[src/rtl/bus_pkg.sv]
// Shared types and constants for the two-master bus arbiter.
package bus_pkg;

    typedef enum logic [1:0] {
        IDLE   = 2'b00,
        GRANT0 = 2'b01,
        GRANT1 = 2'b10
    } state_t;

    localparam logic M0 = 1'b0;
    localparam logic M1 = 1'b1;

endpackage

[src/rtl/bus_arbiter_if.sv]
// Request/grant bundle between the two masters and the arbiter.
interface bus_arbiter_if;

    logic m0_req;
    logic m1_req;
    logic m0_grant;
    logic m1_grant;
    logic sel;
    logic busy;

    modport master (
        output m0_req, m1_req,
        input  m0_grant, m1_grant, sel, busy
    );

    modport slave (
        input  m0_req, m1_req,
        output m0_grant, m1_grant, sel, busy
    );

endinterface

[src/rtl/bus_arbiter_tenure_cnt.sv]
// Tenure counter: clears on ownership change, counts held cycles, saturates at MAX_TENURE-1.
module arb_tenure_cnt #(
    parameter int unsigned MAX_TENURE = 8
) (
    input  logic clk,
    input  logic rst,
    input  logic i_clr,
    input  logic i_inc,
    output logic o_tc
);

    localparam int unsigned CW = $clog2(MAX_TENURE);
    localparam logic [CW-1:0] TC = CW'(MAX_TENURE - 1);

    logic [CW-1:0] r_cnt;

    always_ff @(posedge clk) begin
        if (rst || i_clr) begin
            r_cnt <= '0;
        end else if (i_inc && (r_cnt != TC)) begin
            r_cnt <= r_cnt + 1'b1;
        end
    end

    assign o_tc = (r_cnt == TC);

endmodule

[src/rtl/bus_arbiter.sv]
// Two-master round-robin bus arbiter with registered grants and mux select.
// Optional tenure limit under contention: define BUS_ARBITER_TIMEOUT_EN.
module bus_arbiter
    import bus_pkg::*;
#(
    parameter int unsigned MAX_TENURE = 8
) (
    input  logic          clk,
    input  logic          rst,
    bus_arbiter_if.slave  bus
);

    state_t r_state;
    state_t w_next;
    logic   r_last_owner;
    logic   w_preempt;

`ifdef BUS_ARBITER_TIMEOUT_EN
    logic w_tc;

    arb_tenure_cnt #(
        .MAX_TENURE (MAX_TENURE)
    ) u_tenure_cnt (
        .clk   (clk),
        .rst   (rst),
        .i_clr (w_next != r_state),
        .i_inc (r_state != IDLE),
        .o_tc  (w_tc)
    );

    assign w_preempt = w_tc;
`else
    assign w_preempt = 1'b0;
`endif

    always_comb begin
        w_next = r_state;
        case (r_state)
            IDLE: begin
                if (bus.m0_req && bus.m1_req) begin
                    w_next = (r_last_owner == M0) ? GRANT1 : GRANT0;
                end else if (bus.m0_req) begin
                    w_next = GRANT0;
                end else if (bus.m1_req) begin
                    w_next = GRANT1;
                end
            end
            GRANT0: begin
                if (!bus.m0_req) begin
                    w_next = bus.m1_req ? GRANT1 : IDLE;
                end else if (bus.m1_req && w_preempt) begin
                    w_next = GRANT1;
                end
            end
            GRANT1: begin
                if (!bus.m1_req) begin
                    w_next = bus.m0_req ? GRANT0 : IDLE;
                end else if (bus.m0_req && w_preempt) begin
                    w_next = GRANT0;
                end
            end
            default: w_next = IDLE;
        endcase
    end

    always_ff @(posedge clk) begin
        if (rst) begin
            r_state      <= IDLE;
            r_last_owner <= M1;
        end else begin
            r_state <= w_next;
            if ((w_next == GRANT0) && (r_state != GRANT0)) begin
                r_last_owner <= M0;
            end else if ((w_next == GRANT1) && (r_state != GRANT1)) begin
                r_last_owner <= M1;
            end
        end
    end

    // Outputs depend only on the state register, never on requests.
    assign bus.m0_grant = (r_state == GRANT0);
    assign bus.m1_grant = (r_state == GRANT1);
    assign bus.sel      = (r_state == GRANT1);
    assign bus.busy     = (r_state == GRANT0) || (r_state == GRANT1);

endmodule

[src/flat_wrapper.sv]
// flat-port wrapper written by rule: the top's interface ports become plain ports
module bus_arbiter_flat import bus_pkg::*;
#(
    parameter int unsigned MAX_TENURE = 8
)
  (clk, rst, bus_m0_req, bus_m1_req, bus_m0_grant, bus_m1_grant, bus_sel, bus_busy);
  bus_arbiter_if bus_i ();
  input  logic clk;
  input  logic rst;
  input wire logic [$bits(bus_i.m0_req)-1:0] bus_m0_req;
  input wire logic [$bits(bus_i.m1_req)-1:0] bus_m1_req;
  output wire logic [$bits(bus_i.m0_grant)-1:0] bus_m0_grant;
  output wire logic [$bits(bus_i.m1_grant)-1:0] bus_m1_grant;
  output wire logic [$bits(bus_i.sel)-1:0] bus_sel;
  output wire logic [$bits(bus_i.busy)-1:0] bus_busy;
  assign bus_i.m0_req = bus_m0_req;
  assign bus_i.m1_req = bus_m1_req;
  assign bus_m0_grant = bus_i.m0_grant;
  assign bus_m1_grant = bus_i.m1_grant;
  assign bus_sel = bus_i.sel;
  assign bus_busy = bus_i.busy;
  bus_arbiter #(.MAX_TENURE(MAX_TENURE)) u_core (.clk(clk), .rst(rst), .bus(bus_i));
endmodule
[config.mk]
export PLATFORM = sky130hd
export DESIGN_NAME = bus_arbiter_flat
export DESIGN_NICKNAME = d
export VERILOG_FILES = /design/src/rtl/bus_pkg.sv /design/src/rtl/bus_arbiter_if.sv /design/src/rtl/bus_arbiter_tenure_cnt.sv /design/src/rtl/bus_arbiter.sv /design/src/flat_wrapper.sv
export SDC_FILE = /design/constraint.sdc
export NUM_CORES = 1
export LEC_CHECK = 0
export ABC_AREA = 0
export BUFFER_PORTS_ARGS = -buffer_cell sky130_fd_sc_hd__buf_4
export CELL_PAD_IN_SITES_DETAIL_PLACEMENT = 1
export CELL_PAD_IN_SITES_GLOBAL_PLACEMENT = 1
export CORE_AREA = 2 2 39 41
export DETAILED_ROUTE_END_ITERATION = 8
export DIE_AREA = 0 0 41 43
export PLACE_DENSITY_LB_ADDON = 0.1
export SLEW_MARGIN = 20
export SYNTH_ARGS = -nofsm -noshare
export SYNTH_HDL_FRONTEND = slang
export SYNTH_SLANG_ARGS = --single-unit
[constraint.sdc]
create_clock -name clk -period 1.8 [get_ports clk]
set_input_delay 0.18 -clock clk [delete_from_list [all_inputs] [get_ports clk]]
set_output_delay 0.18 -clock clk [all_outputs]
set_load 0.01 [all_outputs]
After elaboration in Yosys (flattened, before gate mapping)
Cells that the tools add are included.
Storage, ports and cells
  bits in registers: 3
  output and inout bits: 4
  logic and storage cells: 25
Cells by class
  equality and inequality tests: 6
  reductions and logical operators: 6
  mux-type cells: 11
Operators with widths (count)
  $mux W2: 7
  $pmux W2 S3: 1
  $eq A2 B1 Y1 const B: 2
  $eq A2 B2 Y1 const B: 2
  $logic_and A1 B1 Y1: 3
  $mux W1: 3
  $logic_not A2 Y1: 1
  $ne A2 B1 Y1 const B: 1
  $ne A2 B2 Y1 const B: 1
  $reduce_bool A2 Y1: 1
  $logic_or A1 B1 Y1: 1

Longest topological paths before layout
  word-level depth: 8
  gate-level depth with buffers: 6
  mapped depth without buffers: 6

Worst setup path after synthesis
OpenSTA, ideal clock, no wires.
  kind: register to register
  start: register u_core.r_state[0]
  end: register u_core.r_last_owner
  path buffers: 0
  slack: 0.400 ns
  setup time: 0.133 ns
  stages on the path, launching flop included: 7
  arrival: 1.267 ns
  cells stage by stage: dfxtp_1 > inv_1 > ha_1 > and2b_1 > o21ai_1 > a311oi_1 > o22ai_1
RTL lines
  from (decl): line bus_arbiter.sv:13  | state_t r_state;
  from (signal assigned): line bus_arbiter.sv:71  | r_state <= w_next;
  $eq A2 B2 Y1 (*)
  via bus_m1_grant: line flat_wrapper.sv:13  | output wire logic [$bits(bus_i.m1_grant)-1:0] bus_m1_grant;
  $pmux W2 S3 (*): line bus_arbiter.sv:38  | case (r_state)
  $eq A2 B1 Y1 / $eq A2 B2 Y1 (equally long branches): line bus_arbiter.sv:72, bus_arbiter.sv:74
  $logic_and A1 B1 Y1 (on tied branches): line bus_arbiter.sv:72, bus_arbiter.sv:74
  $mux W1 / $reduce_bool A2 Y1 (equally long branches)
  to (signal assigned): line bus_arbiter.sv:69  | r_last_owner <= M1;
  to (signal assigned): line bus_arbiter.sv:73  | r_last_owner <= M0;
  to (signal assigned): line bus_arbiter.sv:75  | r_last_owner <= M1;
  to (decl): line bus_arbiter.sv:15  | logic r_last_owner;
The timed path passes the listed nets; every way through them passes the cells marked *.
A chain may end at the register's enable or synchronous reset.

Worst setup path after layout
  start: register u_core.r_state[1]
  end: register u_core.r_last_owner
On the way
  word-level cells in the longest chain between the ends: 7
RTL lines
  $mux W2: line bus_arbiter.sv:44  | end else if (bus.m1_req) begin
  $mux W2: line bus_arbiter.sv:42  | end else if (bus.m0_req) begin
  $mux W2: line bus_arbiter.sv:40  | if (bus.m0_req && bus.m1_req) begin
  $pmux W2 S3: line bus_arbiter.sv:38
  $eq A2 B1 Y1 / $eq A2 B2 Y1 (equally long branches): line bus_arbiter.sv:72, bus_arbiter.sv:74
  $logic_and A1 B1 Y1 (on tied branches): line bus_arbiter.sv:72, bus_arbiter.sv:74
  $mux W1 / $reduce_bool A2 Y1 (equally long branches)
Several ways; a longest one is shown, not always the timed one.

==> flow_summary.toml <==
[clock_network]
clk_latency_ns = 0.23
cts_inserted_buffers = 3
cts_tree = "yes"
htree_levels = 1
cts_sinks = 3
root_buffer = "clkbuf_4"
cts_buffer_depth = 2
path_clk_slew_ns = 0.04
hold_buffers = 0
cts_resized = 0
post_cts_buffers = 0

[drt]
drt_first_pass_iters = 2
drt_iter0_markers = 5
drt_drc_violations_left = 0
vias_per_cell = 4.82
num_vias = 289
wl_um = 743
wl_per_cell_um = 12.4
ant_nets = 0

[floorplan]
ios = 8
die_y_um = 43
die_x_um = 41
coreArea_um2 = 1380
dieArea_um2 = 1760
num_rows = 14
start_util = 0.205

[sta]
setup_violations = 0
finalCriticalPeriod_ns = 1.52
rsz0062_at_grt = "false"
skew_ns = 0.00700
max_slew_margin = 0.746
finalMaxSlewViolations = 0
layout_worst_path_cycle_share = 0.847
tightestPinTransition_ns = 0.382
fin_setup_tns_ns = 0
hold_viol_final = 0
clock.fmax_mhz = 656

[power]
p_sw_frac = 0.362
intPower_uw = 253
power_frac_seq = 0.253
irDropWorstVdd_mv = 0.409
pwr_density_cell_nw_per_um2 = 1030
pwr-share-comb = 0.445
p_clk_frac = 0.302
p_leak_nw = 0.170
switching_power_uw = 143

[cells_and_area]
final-instance-count-excl-fill = 60
diodes = 0
layout-drive-gt1-share = 0.295
final_nets = 54
post-route-util = 0.277
area_delta_synth_final_pct = 34.8

[critical_path]
max_stage_delay_ns = 0.42
arrival_ns = 1.63
crit_type = "reg -> reg"
path_cells = "ha_1, and2b_1, o21ai_1, a311oi_1, o22ai_1"
cp.required_ns = 1.90
cp-end-kind = "flop"
crit_path_max_fanout = 6
startpoint_type = "flop"
slowest_stage = "dfxtp_1"

[synthesis]
ys_ff_latch = 3
syn-cell-area_um2 = 284
synth_nets = 42
ys.flop_type = "dfxtp_1"
ys_seq_area_frac = 0.211
synthArstFlopShare = 0
synthCells = 33
ys_types = 21
synth_top_area_frac = 0.220
synth_most_common_cell = "ha_1"
netlist_top_cells_count = "ha_1 (5), dfxtp_1 (3), inv_1 (3), nor2_1 (3)"
synth_edf_count = 0
avgSynthCellArea_um2 = 8.61
ys_top_cells_by_area = "ha_1 (22%), dfxtp_1 (21%), a31oi_4 (7.5%)"
ys_warn_count = 0
synth_area_leader_cell = "ha_1"

[global_routing]
grt_max_degree = 7
track_usage = 0.107
overflow = 0
antenna_found_initial = 0
grt_pass1_vias = 321
grt_pass1_wl_um = 1300

[place]
portBuffers = 7
place_inst = 56
place_congestion = 0.681
hpwl_um = 617

[run]
cap_violations = 0

[worst_hold_path]
hp-class = "in -> reg"

[outcome]
outcome = "finished clean"
==> registers in the layout, summed over array words and instances (netlist names) <==
| register | count |
|---|---|
| u_core.r_state | 2 |
| u_core.r_last_owner | 1 |
==> cell usage in the layout (no fill, tap or decap) <==
cell type | Yosys | routed
nor3_1 | 1 | 1
clkbuf_4 | 0 | 3
buf_4 | 1 | 8
o21ai_1 | 2 | 2
and3b_2 | 1 | 1
nand3_1 | 1 | 1
nand2_1 | 1 | 1
and3_1 | 1 | 1
and2b_1 | 1 | 1
a31oi_1 | 1 | 1
o22ai_1 | 1 | 1
a221oi_1 | 1 | 1
inv_1 | 3 | 3
or3_1 | 1 | 1
ha_1 | 5 | 5
nor2_1 | 3 | 3
clkbuf_1 | 0 | 1
o21ai_0 | 1 | 1
a311oi_1 | 2 | 2
nand2b_1 | 1 | 1
dfxtp_1 | 3 | 3
a31oi_4 | 1 | 1
and2_1 | 1 | 1
==> cell type report <==
type                       count  area [µm²]
fill                         179        1000
multi-input combinational     26         205
sequential                     3        60.1
timing repair buffer           8        60.1
clock buffer                   4        26.3
tap                           16        20.0
inverter                       3        11.3
==> cells by family (layout without fill, tap and decap cells) <==
kind of cell	count (synthesis)	after routing	synth area share
adders and majority gates	5	5	0.220
buffers and inverters	4	15	0.0661
and+or+nand+nor	12	12	0.238
DFF	3	3	0.211
AOI/OAI and AO/OA	9	9	0.264
==> final timing paths <==
path | start | to | cells past startpoint | slack, ns
max | u_core.r_state[1] | u_core.r_last_owner | 5 | 0.28
min | rst | u_core.r_state[1] | 2 | 0.16
max reg2reg | u_core.r_state[1] | u_core.r_last_owner | 5 | 0.28
min reg2reg | u_core.r_last_owner | u_core.r_last_owner | 2 | 0.57
==> layer usage <==
layer / global-route usage / wire length (µm)
met5: 0 / 0
met4: 0.0400 / 0
met3: 0.0314 / 19
met2: 0.178 / 410
met1: 0.122 / 313
==> power by group through the flow <==
| stage | Clock (mW) | Combinational, mW | Sequential, mW |
|---|---|---|---|
| 3_3_place_gp | 0 | 0.175 | 0.100 |
| 2_1_floorplan | 0 | 0.115 | 0.0977 |
| 5_1_grt | 0.127 | 0.198 | 0.103 |
| 4_1_cts | 0.124 | 0.180 | 0.100 |
| 3_5_place_dp | 0 | 0.178 | 0.102 |
| 6_report | 0.120 | 0.176 | 0.100 |
==> worst max-delay path, delay by kind of cell (launching register included) <==
family,cells,cell delay [ns]
AOI/OAI and AO/OA,3,0.52
DFF,1,0.42
adders and majority gates,1,0.31
and+or+nand+nor,1,0.15
==> metrics by stage <==
step	total power [mW]	area (µm²)	hold slack [ns]	setup slack, ns
floorplan	0.213	284	0.257	0.400
global placement	0.275	357	0.390	0.296
detailed placement	0.280	357	0.395	0.238
CTS	0.405	383	0.153	0.250
global route	0.428	383	0.158	0.100
finish	0.396	383	0.158	0.276
No activity file was read; power rests on OpenSTA's default activity.
